File: config.mk
export PLATFORM = sky130hd
export DESIGN_NAME = fft_frame_sequencer
export DESIGN_NICKNAME = d
export VERILOG_FILES = /design/src/rtl/fft_frame_sequencer.sv
export SDC_FILE = /design/constraint.sdc
export NUM_CORES = 1
export LEC_CHECK = 0
export CAP_MARGIN = 20
export CORE_AREA = 10 10 108 158
export DETAILED_ROUTE_END_ITERATION = 8
export DIE_AREA = 0 0 118 168
export PLACE_DENSITY = 0.8
export SLEW_MARGIN = 15
export SYNTH_ARGS = -nofsm -noshare
export SYNTH_HDL_FRONTEND = slang
export SYNTH_SLANG_ARGS = --single-unit
export TNS_END_PERCENT = 30
File: constraint.sdc
create_clock -name clk -period 2.2 [get_ports clk]
set_input_delay 0.44 -clock clk [delete_from_list [all_inputs] [get_ports clk]]
set_output_delay 0.44 -clock clk [all_outputs]
set_load 0.1 [all_outputs]
File: src/rtl/fft_frame_sequencer.sv
// fft_frame_sequencer: acts as command master for the 8-point FFT coprocessor.
// It loads one frame of complex samples from the input stream, starts the
// transform, reads the bins back and emits them on the output stream.
//
// state      | meaning
// -----------+------------------------------------------------------------
// S_LD_RE    | wait for an input sample, issue LOAD_REAL and latch imag
// S_LD_IM    | issue LOAD_IMAG for the latched imag part
// S_START    | issue START for one cycle, arm the busy-rise timer
// S_WAIT_BSY | wait for cp_busy to rise, or give up after the timeout
// S_WAIT_DN  | wait for the coprocessor to finish (busy low, ready high)
// S_RD_RE    | issue STORE_REAL for the current bin
// S_RD_IM    | issue STORE_IMAG for the current bin
// S_RD_WT    | let the read data settle, then capture it into out_*
// S_EMIT     | present the bin on the output stream until accepted
module fft_frame_sequencer #(
  parameter int DW           = 32,
  parameter int N            = 8,
  parameter int RD_LAT       = 1,
  parameter int BUSY_TIMEOUT = 16
) (
  input  logic          clk,
  input  logic          rst,
  input  logic          in_valid,
  output logic          in_ready,
  input  logic [DW-1:0] in_real,
  input  logic [DW-1:0] in_imag,
  output logic          out_valid,
  input  logic          out_ready,
  output logic [DW-1:0] out_real,
  output logic [DW-1:0] out_imag,
  output logic [2:0]    out_idx,
  output logic          out_last,
  output logic [2:0]    cp_cmd,
  output logic [2:0]    cp_addr,
  output logic [DW-1:0] cp_data_real,
  output logic [DW-1:0] cp_data_imag,
  input  logic [DW-1:0] cp_data_out_real,
  input  logic [DW-1:0] cp_data_out_imag,
  input  logic          cp_busy,
  input  logic          cp_ready,
  output logic          frame_done,
  output logic          timeout_err
);

  localparam int TW = $clog2(BUSY_TIMEOUT + 1);
  localparam int LW = (RD_LAT > 1) ? $clog2(RD_LAT) : 1;
  localparam logic [2:0] LAST_IDX = 3'(N - 1);

  localparam logic [2:0] CMD_IDLE       = 3'b000;
  localparam logic [2:0] CMD_LOAD_REAL  = 3'b001;
  localparam logic [2:0] CMD_LOAD_IMAG  = 3'b010;
  localparam logic [2:0] CMD_STORE_REAL = 3'b011;
  localparam logic [2:0] CMD_STORE_IMAG = 3'b100;
  localparam logic [2:0] CMD_START      = 3'b101;

  typedef enum logic [3:0] {
    S_LD_RE,
    S_LD_IM,
    S_START,
    S_WAIT_BSY,
    S_WAIT_DN,
    S_RD_RE,
    S_RD_IM,
    S_RD_WT,
    S_EMIT
  } state_t;

  state_t          r_state;
  logic [2:0]      r_idx;
  logic [DW-1:0]   r_imag;
  logic [TW-1:0]   r_tmo_cnt;
  logic [LW-1:0]   r_lat_cnt;
  logic            r_out_valid;
  logic [DW-1:0]   r_out_real;
  logic [DW-1:0]   r_out_imag;
  logic [2:0]      r_out_idx;
  logic            r_out_last;
  logic            r_frame_done;
  logic            r_timeout_err;

  logic            w_in_ready;
  logic            w_load;
  logic [2:0]      w_cmd;
  logic [2:0]      w_addr;
  logic [DW-1:0]   w_data_real;
  logic [DW-1:0]   w_data_imag;

  // A sample is only taken while the coprocessor is idle and ready for it.
  assign w_in_ready = (r_state == S_LD_RE) && cp_ready && !cp_busy;
  assign w_load     = w_in_ready && in_valid;

  // Command bus decode; LOAD_REAL follows the input handshake in the same cycle.
  always_comb begin
    w_cmd       = CMD_IDLE;
    w_addr      = 3'd0;
    w_data_real = '0;
    w_data_imag = '0;
    case (r_state)
      S_LD_RE: begin
        if (w_load) begin
          w_cmd       = CMD_LOAD_REAL;
          w_addr      = r_idx;
          w_data_real = in_real;
        end
      end
      S_LD_IM: begin
        w_cmd       = CMD_LOAD_IMAG;
        w_addr      = r_idx;
        w_data_imag = r_imag;
      end
      S_START: w_cmd = CMD_START;
      S_RD_RE: begin
        w_cmd  = CMD_STORE_REAL;
        w_addr = r_idx;
      end
      S_RD_IM: begin
        w_cmd  = CMD_STORE_IMAG;
        w_addr = r_idx;
      end
      default: w_cmd = CMD_IDLE;
    endcase
  end

  // Frame sequencing FSM with registered stream outputs and status flags.
  always_ff @(posedge clk) begin
    if (rst) begin
      r_state       <= S_LD_RE;
      r_idx         <= 3'd0;
      r_imag        <= '0;
      r_tmo_cnt     <= '0;
      r_lat_cnt     <= '0;
      r_out_valid   <= 1'b0;
      r_out_real    <= '0;
      r_out_imag    <= '0;
      r_out_idx     <= 3'd0;
      r_out_last    <= 1'b0;
      r_frame_done  <= 1'b0;
      r_timeout_err <= 1'b0;
    end else begin
      r_frame_done <= 1'b0;
      case (r_state)
        S_LD_RE: begin
          if (w_load) begin
            r_imag  <= in_imag;
            r_state <= S_LD_IM;
          end
        end
        S_LD_IM: begin
          if (r_idx == LAST_IDX) begin
            r_idx   <= 3'd0;
            r_state <= S_START;
          end else begin
            r_idx   <= r_idx + 3'd1;
            r_state <= S_LD_RE;
          end
        end
        S_START: begin
          // Down-counter holds the cycles left before giving up; the flag is
          // registered, so it shows exactly BUSY_TIMEOUT cycles after START.
          r_tmo_cnt <= TW'(BUSY_TIMEOUT - 1);
          r_state   <= S_WAIT_BSY;
        end
        S_WAIT_BSY: begin
          if (cp_busy) begin
            r_state <= S_WAIT_DN;
          end else if (r_tmo_cnt == TW'(1)) begin
            r_timeout_err <= 1'b1;
            r_state       <= S_RD_RE;
          end else begin
            r_tmo_cnt <= r_tmo_cnt - TW'(1);
          end
        end
        S_WAIT_DN: begin
          if (!cp_busy && cp_ready) begin
            r_state <= S_RD_RE;
          end
        end
        S_RD_RE: r_state <= S_RD_IM;
        S_RD_IM: begin
          r_lat_cnt <= LW'(RD_LAT - 1);
          r_state   <= S_RD_WT;
        end
        S_RD_WT: begin
          if (r_lat_cnt == '0) begin
            r_out_real  <= cp_data_out_real;
            r_out_imag  <= cp_data_out_imag;
            r_out_idx   <= r_idx;
            r_out_last  <= (r_idx == LAST_IDX);
            r_out_valid <= 1'b1;
            r_state     <= S_EMIT;
          end else begin
            r_lat_cnt <= r_lat_cnt - LW'(1);
          end
        end
        S_EMIT: begin
          if (out_ready) begin
            r_out_valid <= 1'b0;
            if (r_idx == LAST_IDX) begin
              r_frame_done <= 1'b1;
              r_idx        <= 3'd0;
              r_state      <= S_LD_RE;
            end else begin
              r_idx   <= r_idx + 3'd1;
              r_state <= S_RD_RE;
            end
          end
        end
        default: r_state <= S_LD_RE;
      endcase
    end
  end

  assign in_ready     = w_in_ready;
  assign cp_cmd       = w_cmd;
  assign cp_addr      = w_addr;
  assign cp_data_real = w_data_real;
  assign cp_data_imag = w_data_imag;
  assign out_valid    = r_out_valid;
  assign out_real     = r_out_real;
  assign out_imag     = r_out_imag;
  assign out_idx      = r_out_idx;
  assign out_last     = r_out_last;
  assign frame_done   = r_frame_done;
  assign timeout_err  = r_timeout_err;

endmodule

==> results.rst <==
.. list-table::
   :header-rows: 1

   * - Metric
     - Value
   * - Capture point of the worst path
     - cp_data_real[24]
   * - Switching power total
     - 0.00134 W
   * - Share of layout cells above drive strength 1
     - 28.8%
   * - Number of CTS-inserted buffers
     - 17
   * - Max stage delay on crit path
     - 0.37 ns
   * - Final antenna diode count
     - 0
   * - Core Rows
     - 54
   * - Placed insts
     - 1068
   * - Hold slack
     - 0.448 ns
   * - Part of the cycle the worst path needs
     - 101%
   * - Count of max-cap constraint violations
     - 0
   * - Xor/xnor share of the synthesized area
     - 0%
   * - R2R cell count
     - 5
   * - Proportion of synthesized flip-flops having asynchronous set or reset
     - 0%
   * - First-iteration detailed-routing DRC count
     - 298
   * - Clock network power share
     - 52.6%
   * - Master cell of the clock root buffer
     - sky130_fd_sc_hd__clkbuf_16
   * - Number of unique standard cell types used by synthesis
     - 35
   * - Gr usage total
     - 17.5%
   * - Post-synth EDFFs
     - 0
   * - Number of standard cells in the layout, taps in and fillers out
     - 1113
   * - Die X-Extent
     - 118 um
   * - CP Data Arrival Time
     - 1.78 ns
   * - Proportion of power drawn by combinational gates
     - 12.2%
   * - Detail Placement HPWL
     - 13900 um
   * - Kind of start point of the critical path
     - register
   * - Count of TritonRoute iterations in the first routing pass
     - 4
   * - Count of buffers inserted at the top-level ports
     - 275
   * - Destination of the worst register-to-register timing path
     - r_idx[0]
   * - Share of cell area taken by muxes after synthesis
     - 1.26%
   * - Yosys warning total
     - 0
   * - Crit Path Max Fanout
     - 10
   * - Initial antenna violation count
     - 0
   * - Via/cell ratio
     - 4.70
   * - Via count of the first global-routing pass
     - 5309
   * - Worst-case register-to-register setup slack
     - 0.55 ns
   * - Synthesized-area fraction occupied by adder cells
     - 1.05%
   * - Highest-delay cell along the critical path
     - sky130_fd_sc_hd__dfxtp_4
   * - Pin count of the biggest net entering global routing
     - 53
   * - Global route overflow
     - 0
   * - Post-Syn Area
     - 4760 um^2
   * - Weighted congestion at the end of routability-driven global placement
     - 0.757
   * - Sequential element share of the synthesized area
     - 48.3%
   * - Combinational family with the most area after synthesis
     - simple AND/OR/NAND/NOR gates
   * - Sink Count
     - 115
   * - Pre-CTS WS
     - -0.232 ns
   * - DRC violations left
     - 0
   * - Largest voltage drop on the vdd net
     - 0.450 mV
   * - Fin Clk Skew
     - 0.0101 ns
   * - Transition at the pin with the smallest max-transition slack
     - 0.439 ns
   * - Rel. slew slack
     - 70.7%
   * - Max Root-Sink Buffers
     - 2
   * - Post-route minimum period
     - 2.22 ns
   * - Number of pins exceeding their max-slew limit in the final report
     - 0
   * - Number of register bits inferred by synthesis
     - 115
   * - Initial Utilization
     - 33.3%
   * - Met3 Usage GRT
     - 8.37%
   * - Total nets after synthesis
     - 758
   * - Antenna violation net count after detailed routing
     - 0
   * - Number of failing hold endpoints at the final stage
     - 0
   * - Violations in the final reports
     - setup timing
   * - Share of power burned in registers
     - 35.2%
   * - Post-layout nets
     - 1042
   * - Cell repeated most along the worst path
     - sky130_fd_sc_hd__buf_12
   * - Lkg Pwr
     - 3.74 nW
   * - Number of H-tree levels
     - 4
   * - Post-cts hold buffer count
     - 0
   * - Met2 Track Usage GR
     - 31.3%
   * - Die extent in y
     - 168 um
   * - Reg-to-reg critical path startpoint
     - r_state[1]
   * - Syn Area/Cell
     - 7.68 um^2
   * - WP data required
     - 1.76 ns
   * - Final worst slack
     - -0.0210 ns
   * - Worst hold path type
     - register to register
   * - Routed vias
     - 5235
   * - Share of the core filled with cells
     - 65.1%
   * - RSZ-0062 raised after global routing
     - yes
   * - Overall die area
     - 19800 um^2
   * - Global-route wire length before repair
     - 28200 um
   * - Filler instances
     - 1156
   * - CTS tree
     - yes
   * - Top flip-flop cell by instance count after synthesis
     - sky130_fd_sc_hd__dfxtp_1
   * - Post-CTS clock slew at the launch and capture registers of the worst setup and hold paths
     - 0.06 ns
   * - Fraction of the mapped netlist area in simple logic gates
     - 31.3%
   * - Synth Area in Compound Gates
     - 13.1%
   * - Worst skew pair latency
     - 0.40 ns
   * - Synth-to-Final Area Change
     - 95.8%
   * - Power per cell area
     - 645 nW/um^2
   * - Result of the run
     - complete, but fails checks
   * - Critical Path Start
     - r_state[3]
   * - Pint
     - 0.00468 W
   * - Worst Setup Path Type
     - register to primary output
   * - Number of top-level pins
     - 276
   * - Family with the most delay on the worst path
     - simple AND/OR/NAND/NOR gates
   * - Cell count after synthesis
     - 620
   * - Crit path depth
     - 6
   * - Worst Setup End Kind
     - primary output
   * - Highest Clock Rate
     - 0.450 GHz
   * - TNS Setup
     - -0.150 ns
   * - Routed length per placed instance
     - 17.0 um
   * - Most used routing layer
     - met2
   * - Ordered list of cells on the worst path
     - nor2_4, and4_4, buf_16, buf_12, and2_4, buf_12
   * - Switching part of the total
     - 22.3%
   * - Detailed-route wire length
     - 18900 um
   * - Critical path buffers and inverters
     - 3
   * - Met1 Resource Use GR
     - 17.5%
   * - Final Setup Violations
     - 19
   * - Core Box Area
     - 14300 um^2
[cell usage after synthesis (2+ instances only)]
library cell / number / share of area [%]
sky130_fd_sc_hd__a21oi_1: 106 / 11
sky130_fd_sc_hd__a31oi_1: 4 / 0.53
sky130_fd_sc_hd__and2_1: 34 / 4.5
sky130_fd_sc_hd__and3_1: 34 / 4.5
sky130_fd_sc_hd__buf_2: 6 / 0.63
sky130_fd_sc_hd__buf_4: 2 / 0.32
sky130_fd_sc_hd__buf_6: 3 / 0.71
sky130_fd_sc_hd__clkbuf_1: 34 / 2.7
sky130_fd_sc_hd__clkbuf_2: 3 / 0.32
sky130_fd_sc_hd__dfxtp_1: 115 / 48
sky130_fd_sc_hd__ha_1: 4 / 1.1
sky130_fd_sc_hd__inv_1: 4 / 0.32
sky130_fd_sc_hd__mux2i_1: 6 / 1.3
sky130_fd_sc_hd__nand2_1: 207 / 16
sky130_fd_sc_hd__nand3_1: 3 / 0.32
sky130_fd_sc_hd__nand3b_1: 4 / 0.63
sky130_fd_sc_hd__nand4_1: 2 / 0.26
sky130_fd_sc_hd__nor2_1: 17 / 1.3
sky130_fd_sc_hd__nor2b_1: 6 / 0.79
sky130_fd_sc_hd__nor3_1: 4 / 0.42
sky130_fd_sc_hd__nor3b_1: 5 / 0.79
sky130_fd_sc_hd__o21ai_0: 2 / 0.21
sky130_fd_sc_hd__or3_1: 3 / 0.39
[layout by cell type, fill, tap and decap left out, types with 2 or more instances in the layout]
master,count
sky130_fd_sc_hd__buf_6,2
sky130_fd_sc_hd__nand2_1,207
sky130_fd_sc_hd__bufinv_16,6
sky130_fd_sc_hd__nor2_1,15
sky130_fd_sc_hd__inv_1,4
sky130_fd_sc_hd__and2_1,3
sky130_fd_sc_hd__nor3_1,4
sky130_fd_sc_hd__nor2_4,3
sky130_fd_sc_hd__clkinv_4,2
sky130_fd_sc_hd__dfxtp_1,111
sky130_fd_sc_hd__and3_1,34
sky130_fd_sc_hd__mux2i_1,6
sky130_fd_sc_hd__dfxtp_4,3
sky130_fd_sc_hd__nor3b_1,2
sky130_fd_sc_hd__a21oi_1,105
sky130_fd_sc_hd__clkbuf_8,2
sky130_fd_sc_hd__nor3b_4,4
sky130_fd_sc_hd__nand3_1,2
sky130_fd_sc_hd__or3_1,2
sky130_fd_sc_hd__and2_4,24
sky130_fd_sc_hd__nand3b_1,4
sky130_fd_sc_hd__buf_4,100
sky130_fd_sc_hd__and2_2,7
sky130_fd_sc_hd__clkinvlp_4,2
sky130_fd_sc_hd__nor2b_1,4
sky130_fd_sc_hd__clkbuf_16,18
sky130_fd_sc_hd__nand4_1,2
sky130_fd_sc_hd__a31oi_1,4
sky130_fd_sc_hd__clkbuf_2,2
sky130_fd_sc_hd__o21ai_0,2
sky130_fd_sc_hd__clkdlybuf4s50_1,129
sky130_fd_sc_hd__ha_1,4
sky130_fd_sc_hd__buf_12,77
[routing by layer]
metal | up-vias | part of all wire [%]
met1 | 2414 | 37
met4 | 0 | 2.0
met5 | - | 0
met3 | 22 | 9.2
li1 | 2597 | -
met2 | 202 | 52
[power by group through the flow]
stage / logic, W / clock network [W] / registers [W]
final: 0.000733 / 0.00316 / 0.00212
after global placement: 0.000682 / 0 / 0.00216
after detailed placement: 0.000688 / 0 / 0.00216
after CTS: 0.000696 / 0.00323 / 0.00212
after global routing: 0.000771 / 0.00332 / 0.00212
after floorplan: 0.000293 / 0 / 0.00216
[sequential cells by signal, indices dropped and copies added (netlist names)]
register / cells
out_real: 32
out_idx: 3
r_imag: 32
r_tmo_cnt: 5
out_valid: 1
frame_done: 1
r_idx: 3
out_last: 1
timeout_err: 1
out_imag: 32
r_state: 4
[worst register-to-register path: stages, from the launching register on]
cell and delay (ns):
sky130_fd_sc_hd__dfxtp_4 0.37, sky130_fd_sc_hd__nor2_4 0.09, sky130_fd_sc_hd__buf_4 0.32, sky130_fd_sc_hd__a21boi_1 0.45, sky130_fd_sc_hd__mux2i_1 0.25, sky130_fd_sc_hd__nor2_1 0.06
[stage by stage]
| stage | instance area [um^2] | power (W) |
|---|---|---|
| after floorplan | 4830 | 0.00245 |
| after detailed placement | 8400 | 0.00285 |
| final | 9330 | 0.00601 |
| after global placement | 8400 | 0.00284 |
| after global routing | 9330 | 0.00621 |
| after CTS | 9110 | 0.00604 |
[cell families (layout without fill, tap and decap cells)]
| group | Yosys count | count (layout) |
|---|---|---|
| simple gates | 324 | 324 |
| buf+inv | 52 | 349 |
| compound gates | 119 | 119 |
| mux | 6 | 6 |
| flops | 115 | 115 |
| fa+ha+maj | 4 | 4 |
[how the worst min path moves through the flow]
stage,slack (ns),cells after the start,startpoint,end
finish,0.45,2,r_imag[30],r_imag[30]
global route,0.46,2,r_imag[31],r_imag[31]
CTS,0.45,2,r_imag[14],r_imag[14]
detailed placement,0.44,2,r_imag[14],r_imag[14]
global placement,0.44,2,r_imag[28],r_imag[28]
floorplan,0.43,2,r_imag[0],r_imag[0]
[layout make-up]
| cell class | instances | area [um^2] | area share, % |
|---|---|---|---|
| clock buffers | 20 | 457 | 4.90 |
| clock inverters | 12 | 226 | 2.43 |
| inverters | 4 | 15.0 | 0.161 |
| multi-input cells | 453 | 2390 | 25.6 |
| flip-flops and latches | 115 | 2310 | 24.8 |
| well taps | 196 | 245 | 2.63 |
| repair buffers | 313 | 3680 | 39.4 |
[timing repair]
action,in CTS,in global routing
setup endpoints to repair,68,68
gates resized for setup,9,40
setup buffers,0,10
pin swaps,4,11
gates cloned,1,2
Power figures use the tool's default switching activity.
